[src/rtl/pipe_decode_unit.sv]
// Single-issue decode stage: turns a fetched instruction word into a registered control bundle.
// Handles execute back-pressure, load-use stalls, branch flushes, halt and illegal opcodes.
module pipe_decode_unit #(
  parameter int unsigned INSTR_W = 9,
  parameter int unsigned REG_W   = 4,
  parameter int unsigned ALUOP_W = 4
) (
  input  logic               clk,
  input  logic               reset,
  input  logic               instr_valid,
  input  logic [INSTR_W-1:0] instr,
  output logic               instr_ready,
  input  logic               flush,
  input  logic               ex_ready,
  output logic               ctl_valid,
  output logic [REG_W-1:0]   rd0,
  output logic [REG_W-1:0]   rd1,
  output logic [REG_W-1:0]   wr,
  output logic               write,
  output logic               move,
  output logic               mem_to_reg,
  output logic               mem_write,
  output logic               branch,
  output logic               imm,
  output logic               set_quarter,
  output logic               jump_sign,
  output logic [ALUOP_W-1:0] aluop,
  output logic               halted,
  output logic               illegal
);

  localparam logic [REG_W-1:0] RegAdr  = REG_W'(4);
  localparam logic [REG_W-1:0] RegMath = REG_W'(5);
  localparam logic [REG_W-1:0] RegCnt  = REG_W'(7);

  typedef enum logic [1:0] {StRun, StStall, StHalted} state_e;

  typedef struct packed {
    logic [REG_W-1:0]   rd0;
    logic [REG_W-1:0]   rd1;
    logic [REG_W-1:0]   wr;
    logic               write;
    logic               move;
    logic               mem_to_reg;
    logic               mem_write;
    logic               branch;
    logic               imm;
    logic               set_quarter;
    logic               jump_sign;
    logic [ALUOP_W-1:0] aluop;
  } ctl_t;

  // use_rd* mark real register reads; index 0 is a valid read target
  typedef struct packed {
    ctl_t ctl;
    logic use_rd0;
    logic use_rd1;
    logic is_halt;
    logic is_illegal;
  } dec_t;

  state_e           r_state, w_state_nxt;
  ctl_t             r_ctl, w_ctl_nxt;
  ctl_t             r_skid, w_skid_nxt;
  logic             r_ctl_valid, w_valid_nxt;
  logic             r_illegal, w_illegal_nxt;
  dec_t             w_dec;
  logic [4:0]       w_op;
  logic [REG_W-1:0] w_a;
  logic [REG_W-1:0] w_b;
  logic             w_can_load;
  logic             w_hazard;

  assign w_op = instr[INSTR_W-1 -: 5];
  assign w_a  = REG_W'(instr[3:2]);
  assign w_b  = REG_W'(instr[1:0]);

  always_comb begin
    w_dec = '0;
    case (w_op)
      5'd0, 5'd1: begin
        w_dec.ctl.rd0   = w_a;
        w_dec.ctl.rd1   = RegMath;
        w_dec.ctl.wr    = w_b;
        w_dec.ctl.write = 1'b1;
        w_dec.ctl.aluop = (w_op == 5'd1) ? ALUOP_W'(1) : '0;
        w_dec.use_rd0   = 1'b1;
        w_dec.use_rd1   = 1'b1;
      end
      5'd2, 5'd3, 5'd8, 5'd13: begin
        w_dec.ctl.rd0   = w_a;
        w_dec.ctl.write = 1'b1;
        w_dec.ctl.move  = 1'b1;
        w_dec.use_rd0   = 1'b1;
        case (w_op)
          5'd2:    w_dec.ctl.wr = w_b;
          5'd3:    w_dec.ctl.wr = RegAdr;
          5'd8:    w_dec.ctl.wr = RegMath;
          default: w_dec.ctl.wr = RegCnt;
        endcase
      end
      5'd4, 5'd7, 5'd12: begin
        w_dec.ctl.wr    = w_b;
        w_dec.ctl.write = 1'b1;
        w_dec.ctl.move  = 1'b1;
        w_dec.use_rd0   = 1'b1;
        case (w_op)
          5'd4:    w_dec.ctl.rd0 = RegAdr;
          5'd7:    w_dec.ctl.rd0 = RegMath;
          default: w_dec.ctl.rd0 = RegCnt;
        endcase
      end
      5'd5: begin
        w_dec.ctl.wr        = RegAdr;
        w_dec.ctl.write     = 1'b1;
        w_dec.ctl.imm       = 1'b1;
        w_dec.ctl.jump_sign = instr[0];
      end
      5'd6: begin
        w_dec.ctl.rd0   = REG_W'(instr[3:0]);
        w_dec.ctl.wr    = RegMath;
        w_dec.ctl.write = 1'b1;
        w_dec.ctl.imm   = 1'b1;
        w_dec.use_rd0   = 1'b1;
      end
      5'd9, 5'd10, 5'd11: begin
        w_dec.ctl.rd1         = w_a;
        w_dec.ctl.write       = 1'b1;
        w_dec.ctl.move        = 1'b1;
        w_dec.ctl.set_quarter = 1'b1;
        w_dec.use_rd0         = 1'b1;
        w_dec.use_rd1         = 1'b1;
        case (w_op)
          5'd9:  begin w_dec.ctl.rd0 = RegMath; w_dec.ctl.wr = RegAdr; end
          5'd10: begin w_dec.ctl.rd0 = RegMath; w_dec.ctl.wr = w_b;    end
          default: begin w_dec.ctl.rd0 = w_b;   w_dec.ctl.wr = RegCnt; end
        endcase
      end
      5'd14, 5'd25: begin
        w_dec.ctl.wr    = (w_op == 5'd14) ? RegCnt : w_b;
        w_dec.ctl.write = 1'b1;
        w_dec.ctl.imm   = 1'b1;
      end
      5'd15, 5'd16, 5'd17, 5'd18, 5'd19: begin
        w_dec.ctl.rd0    = w_a;
        w_dec.ctl.rd1    = w_b;
        w_dec.ctl.branch = 1'b1;
        w_dec.use_rd0    = 1'b1;
        w_dec.use_rd1    = 1'b1;
        case (w_op)
          5'd15:   w_dec.ctl.aluop = ALUOP_W'(7);
          5'd16:   w_dec.ctl.aluop = ALUOP_W'(8);
          5'd17:   w_dec.ctl.aluop = ALUOP_W'(6);
          5'd18:   w_dec.ctl.aluop = ALUOP_W'(5);
          default: w_dec.ctl.aluop = ALUOP_W'(4);
        endcase
      end
      5'd20, 5'd21: begin
        w_dec.ctl.rd0   = w_a;
        w_dec.ctl.aluop = (w_op == 5'd20) ? ALUOP_W'(2) : ALUOP_W'(3);
        w_dec.use_rd0   = 1'b1;
      end
      5'd22, 5'd23: begin
        w_dec.ctl.rd0 = w_a;
        w_dec.ctl.rd1 = RegAdr;
        w_dec.use_rd0 = 1'b1;
        w_dec.use_rd1 = 1'b1;
        if (w_op == 5'd22) begin
          w_dec.ctl.wr         = w_b;
          w_dec.ctl.write      = 1'b1;
          w_dec.ctl.mem_to_reg = 1'b1;
        end else begin
          w_dec.ctl.mem_write = 1'b1;
        end
      end
      5'd24: begin
        w_dec.ctl.branch = 1'b1;
        w_dec.ctl.aluop  = ALUOP_W'(7);
      end
      5'd26:   w_dec.is_halt    = 1'b1;
      default: w_dec.is_illegal = 1'b1;
    endcase
  end

  // only ld sets mem_to_reg, so it identifies a pending load in the ctl register
  assign w_hazard = r_ctl_valid && r_ctl.mem_to_reg &&
                    ((w_dec.use_rd0 && (w_dec.ctl.rd0 == r_ctl.wr)) ||
                     (w_dec.use_rd1 && (w_dec.ctl.rd1 == r_ctl.wr)));

  assign w_can_load  = ex_ready || !r_ctl_valid;
  assign instr_ready = (r_state == StRun) && w_can_load && !flush;

  always_comb begin
    w_state_nxt   = r_state;
    w_ctl_nxt     = r_ctl;
    w_valid_nxt   = r_ctl_valid;
    w_skid_nxt    = r_skid;
    w_illegal_nxt = r_illegal;
    case (r_state)
      StRun: begin
        if (flush || w_can_load) begin
          w_valid_nxt = 1'b0;
          w_ctl_nxt   = '0;
        end
        if (!flush && w_can_load && instr_valid) begin
          if (w_dec.is_illegal) begin
            w_illegal_nxt = 1'b1;
          end else if (w_dec.is_halt) begin
            w_state_nxt = StHalted;
          end else if (w_hazard) begin
            // park the accepted instruction while the bubble drains the load
            w_state_nxt = StStall;
            w_skid_nxt  = w_dec.ctl;
          end else begin
            w_valid_nxt = 1'b1;
            w_ctl_nxt   = w_dec.ctl;
          end
        end
      end
      StStall: begin
        w_state_nxt = StRun;
        w_valid_nxt = !flush;
        w_ctl_nxt   = flush ? '0 : r_skid;
      end
      StHalted: w_state_nxt = StHalted;
      default:  w_state_nxt = StRun;
    endcase
  end

  always_ff @(posedge clk or posedge reset) begin
    if (reset) begin
      r_state     <= StRun;
      r_ctl       <= '0;
      r_skid      <= '0;
      r_ctl_valid <= 1'b0;
      r_illegal   <= 1'b0;
    end else begin
      r_state     <= w_state_nxt;
      r_ctl       <= w_ctl_nxt;
      r_skid      <= w_skid_nxt;
      r_ctl_valid <= w_valid_nxt;
      r_illegal   <= w_illegal_nxt;
    end
  end

  assign ctl_valid   = r_ctl_valid;
  assign rd0         = r_ctl.rd0;
  assign rd1         = r_ctl.rd1;
  assign wr          = r_ctl.wr;
  assign write       = r_ctl.write;
  assign move        = r_ctl.move;
  assign mem_to_reg  = r_ctl.mem_to_reg;
  assign mem_write   = r_ctl.mem_write;
  assign branch      = r_ctl.branch;
  assign imm         = r_ctl.imm;
  assign set_quarter = r_ctl.set_quarter;
  assign jump_sign   = r_ctl.jump_sign;
  assign aluop       = r_ctl.aluop;
  assign halted      = (r_state == StHalted);
  assign illegal     = r_illegal;

endmodule
[config.mk]
export PLATFORM = sky130hd
export DESIGN_NAME = pipe_decode_unit
export DESIGN_NICKNAME = d
export VERILOG_FILES = /design/src/rtl/pipe_decode_unit.sv
export SDC_FILE = /design/constraint.sdc
export NUM_CORES = 1
export LEC_CHECK = 0
export ABC_AREA = 1
export BUFFER_PORTS_ARGS = -buffer_cell sky130_fd_sc_hd__buf_2
export CAP_MARGIN = 20
export CELL_PAD_IN_SITES_DETAIL_PLACEMENT = 0
export CELL_PAD_IN_SITES_GLOBAL_PLACEMENT = 1
export CORE_MARGIN = 3
export CORE_UTILIZATION = 43
export CTS_BUF_LIST = sky130_fd_sc_hd__clkbuf_8
export DETAILED_ROUTE_END_ITERATION = 12
export GPL_TIMING_DRIVEN = 0
export PLACE_DENSITY_LB_ADDON = 0.15
export SLEW_MARGIN = 20
export SYNTH_ARGS = -nofsm -noshare
export SYNTH_HDL_FRONTEND = slang
export SYNTH_SLANG_ARGS = --single-unit
[constraint.sdc]
create_clock -name clk -period 1.65 [get_ports clk]
set_input_delay 0.0825 -clock clk [delete_from_list [all_inputs] [get_ports clk]]
set_output_delay 0.0825 -clock clk [all_outputs]
set_load 0.01 [all_outputs]
==> results by group <==
Power
  • Seq pwr share: 47.1%
  • Overall Power: 2599 uW
  • LEAKAGE: 0.002458 uW
  • Peak VDD IR: 0.0003074 V
  • Net Switching: 723.7 uW
  • Pwr/cell area: 568.6 nW/um2
  • Pint: 1875 uW
  • Net Sw Frac: 27.85%
  • Clk network pwr share: 33.7%
  • Gate power share: 19.2%

GRT
  • Vias in the first global route: 3,138
  • Grt total ovfl: 0
  • Largest net degree at the start of global routing: 34
  • GRT Total Usage: 23.67%
  • First-pass GRT wire length: 15,730 um
  • Initial antenna violation count: 0

Critical path
  • Crit Path Category: in2reg
  • Reg-to-reg slack, setup: -40 ps
  • Slowest cell delay on critical path: 260 ps
  • Worst setup startpoint: instr[8]
  • R2R Path End: r_skid[23]
  • Slowest-stage cell, CP: bufbuf_16
  • Most frequent cell on the critical path: nand2_2
  • Worst path depth: 17
  • R2r worst-path depth: 9
  • Family with the most delay on the worst path: simple AND/OR/NAND/NOR gates
  • CP Max Fanout: 5
  • Startpoint Class: input port
  • Crit path to: r_skid[23]
  • CP Data Arrival Time: 1980 ps
  • Crit path cell chain: buf_6 -> bufbuf_16 -> nand3_2 -> nand3_2 -> nor2_4 -> nand2_4 -> nand2_4 -> nand2_2 -> nand2_2 -> nand2_2 -> nor2_2 -> nand2_2 -> nand2_4 -> nand3_4 -> clkbuf_16 -> nand2_1 -> nand2_1
  • CP Capture Type: flip-flop
  • CP bufs+invs: 3
  • Reg-to-Reg Start: ctl_valid
  • CP required: 1860 ps

Drt
  • DRT iter0 DRCs: 211
  • DR vias/cell: 5.180
  • Vias post-DR: 3,341
  • Drt wl/cell: 15.92 um
  • DRC Markers: 0
  • Post-Route WL: 10,270 um
  • Pre-antenna DRT Iters: 4
  • Routed Antenna Nets: 0

Synthesis
  • Post-synthesis adder-cell area fraction: 0%
  • Yosys warns: 0
  • FF+latch count, synth: 50
  • Compound-Gate Fraction of Synth Area: 10.41%
  • Post-synthesis simple-gate area fraction: 36.89%
  • Top FF cell, synth: dfrtp_1
  • Mapped Nets: 466
  • Post-synth ARST share: 100.0%
  • Post-synthesis mux area share: 0%
  • Main combinational cell family by area after synthesis: simple AND/OR/NAND/NOR gates
  • Seq/Total Area, Yosys: 39.71%
  • Synth cell types: 35
  • Mapped Cells: 452
  • Cell Area, Synth: 3151 um2
  • Avg Cell Area, Syn: 6.970 um2
  • Post-synth EDFFs: 0
  • Synth Area in XOR/XNOR: 0.5560%

Floorplanning
  • Top Ports: 42
  • Core area: 6944 um2
  • Starting density of the core: 45.37%
  • Die ar.: 8390 um2
  • Die H: 91.60 um
  • Row count: 30
  • Die outline width: 91.60 um

STA
  • Worst Max-Slew Pin Slew: 574.6 ps
  • Relative slew slack: 61.69%
  • Hold slack: 156.8 ps
  • Setup violations, final: 43
  • Fin worst setup slack: -116.2 ps
  • Tmin final: 1766 ps
  • Crit share post-route: 107.0%
  • Slew Limit Fails: 0
  • Unrepaired setup endpoints after global routing: yes
  • Setup_tns: -2667 ps
  • Worst Skew: 10.96 ps
  • Fin. Hold Viols: 0
  • Max Clk Rate: 0.5662 GHz

Finish
  • Most frequent cells in the layout: nand2_1, inv_1, nor2_1, dfrtp_1, buf_4
  • Final instance area: 4571 um2
  • Max reg flops: 22
  • Layout cells sized above 1: 39.71%
  • Most common cell after layout, fill and taps aside: nand2_1
  • Area delta synth->final: 45.08%
  • # nets final: 562
  • Ant diodes: 0
  • Largest Register: r_skid

CTS
  • CTS tree: done
  • Root Buffer: clkbuf_8
  • CTS Buf Count: 5
  • Clock Path Buffers: 2
  • Htree depth: 2
  • Clock-pin slew on the worst setup and hold paths: 100 ps
  • CTS Sinks: 50
  • Worst-Skew Late Latency: 310 ps

Job
  • Max-cap violations: 0

Place
  • Placed cell areas: 3562 um2
  • Final HPWL DP: 6673 um
  • Routability cong.: 0.9433
  • PortBufs: 39

Min path
  • Worst min path class: in2reg

Outcome
  • Status: finished, violations left
  • Failing checks: setup timing
-- area by class of cell --
type / count / area, um2
plain buffers: 16 / 161.4
well taps: 96 / 120.1
flip-flops and latches: 50 / 1252
clock buffers: 5 / 68.82
repair buffers: 88 / 711.9
inverters: 77 / 314.1
fillers: 636 / 2374
clock inverters: 3 / 41.29
multi-input cells: 310 / 1901
-- worst min path at each step --
| stage | startpoint | end | depth (start not counted) |
|---|---|---|---|
| after floorplan | flush | instr_ready | 1 |
| final | instr_valid | r_state[1] | 5 |
| after global routing | instr_valid | r_state[1] | 5 |
| after detailed placement | reset | wr[3] | 2 |
| after global placement | flush | instr_ready | 3 |
| after CTS | instr[3] | r_skid[23] | 5 |
-- worst reg2reg max path, delay by kind of cell, from the launching register on --
family	cells	cell delay, ps
buf+inv	2	280
flops	1	410
simple gates	7	900
-- stage by stage --
step / setup slack, ps / utilization [%] / instances
3_3_place_gp: -571.8 / 51.01 / 587
5_1_grt: -197.4 / 65.82 / 645
2_1_floorplan: -50.66 / - / 452
6_report: -116.2 / 65.82 / 645
3_5_place_dp: -609.0 / 51.30 / 588
4_1_cts: -24.75 / 60.49 / 631
-- timing repair --
| action | in CTS | in global routing |
|---|---|---|
| hold buffers | 1 | 0 |
| endpoints found under the hold margin | 17 | 0 |
| resized for setup | 60 | 63 |
| pin swaps | 22 | 37 |
| buffers inserted | 32 | 11 |
| endpoints found under the setup margin | 48 | 48 |
| gates cloned | 2 | 3 |
-- cell families (layout without fill, tap and decap cells) --
kind of cell    Yosys count  count (layout)
compound gates           54              54
xor+xnor                  2               2
buf+inv                  93             189
flops                    50              50
simple gates            253             254
-- Yosys cell counts, types with 6 or more instances --
| master | n | area share, % |
|---|---|---|
| buf_4 | 7 | 1.7 |
| inv_2 | 11 | 1.3 |
| nand2_1 | 114 | 14 |
| a21oi_1 | 27 | 4.3 |
| nor2_2 | 6 | 1.2 |
| nand3_1 | 20 | 3.2 |
| o21ai_1 | 7 | 1.1 |
| inv_1 | 65 | 7.7 |
| o21ai_2 | 8 | 2.2 |
| nor2_1 | 65 | 7.7 |
| nand4_1 | 22 | 4.4 |
| nor3_1 | 6 | 0.95 |
| dfrtp_1 | 50 | 40 |
-- power by group through the flow --
| stage | registers (uW) | logic, uW | clock network [uW] |
|---|---|---|---|
| 2_1_floorplan | 1250 | 213 | 0 |
| 3_3_place_gp | 1250 | 295 | 0 |
| 3_5_place_dp | 1250 | 303 | 0 |
| 4_1_cts | 1220 | 418 | 890 |
| 5_1_grt | 1220 | 538 | 941 |
| 6_report | 1220 | 499 | 875 |
-- metal layers --
metal / vias up / routed length (um) / part of all wire, % / GRT usage [%]
li1: 1621 / - / - / -
met1: 1579 / 4513 / 44 / 31.67
met2: 118 / 4994 / 49 / 38.65
met3: 23 / 494 / 4.8 / 3.065
met4: 0 / 269 / 2.6 / 9.296
met5: - / 0 / 0 / 0
No activity file was read; power rests on OpenSTA's default activity.
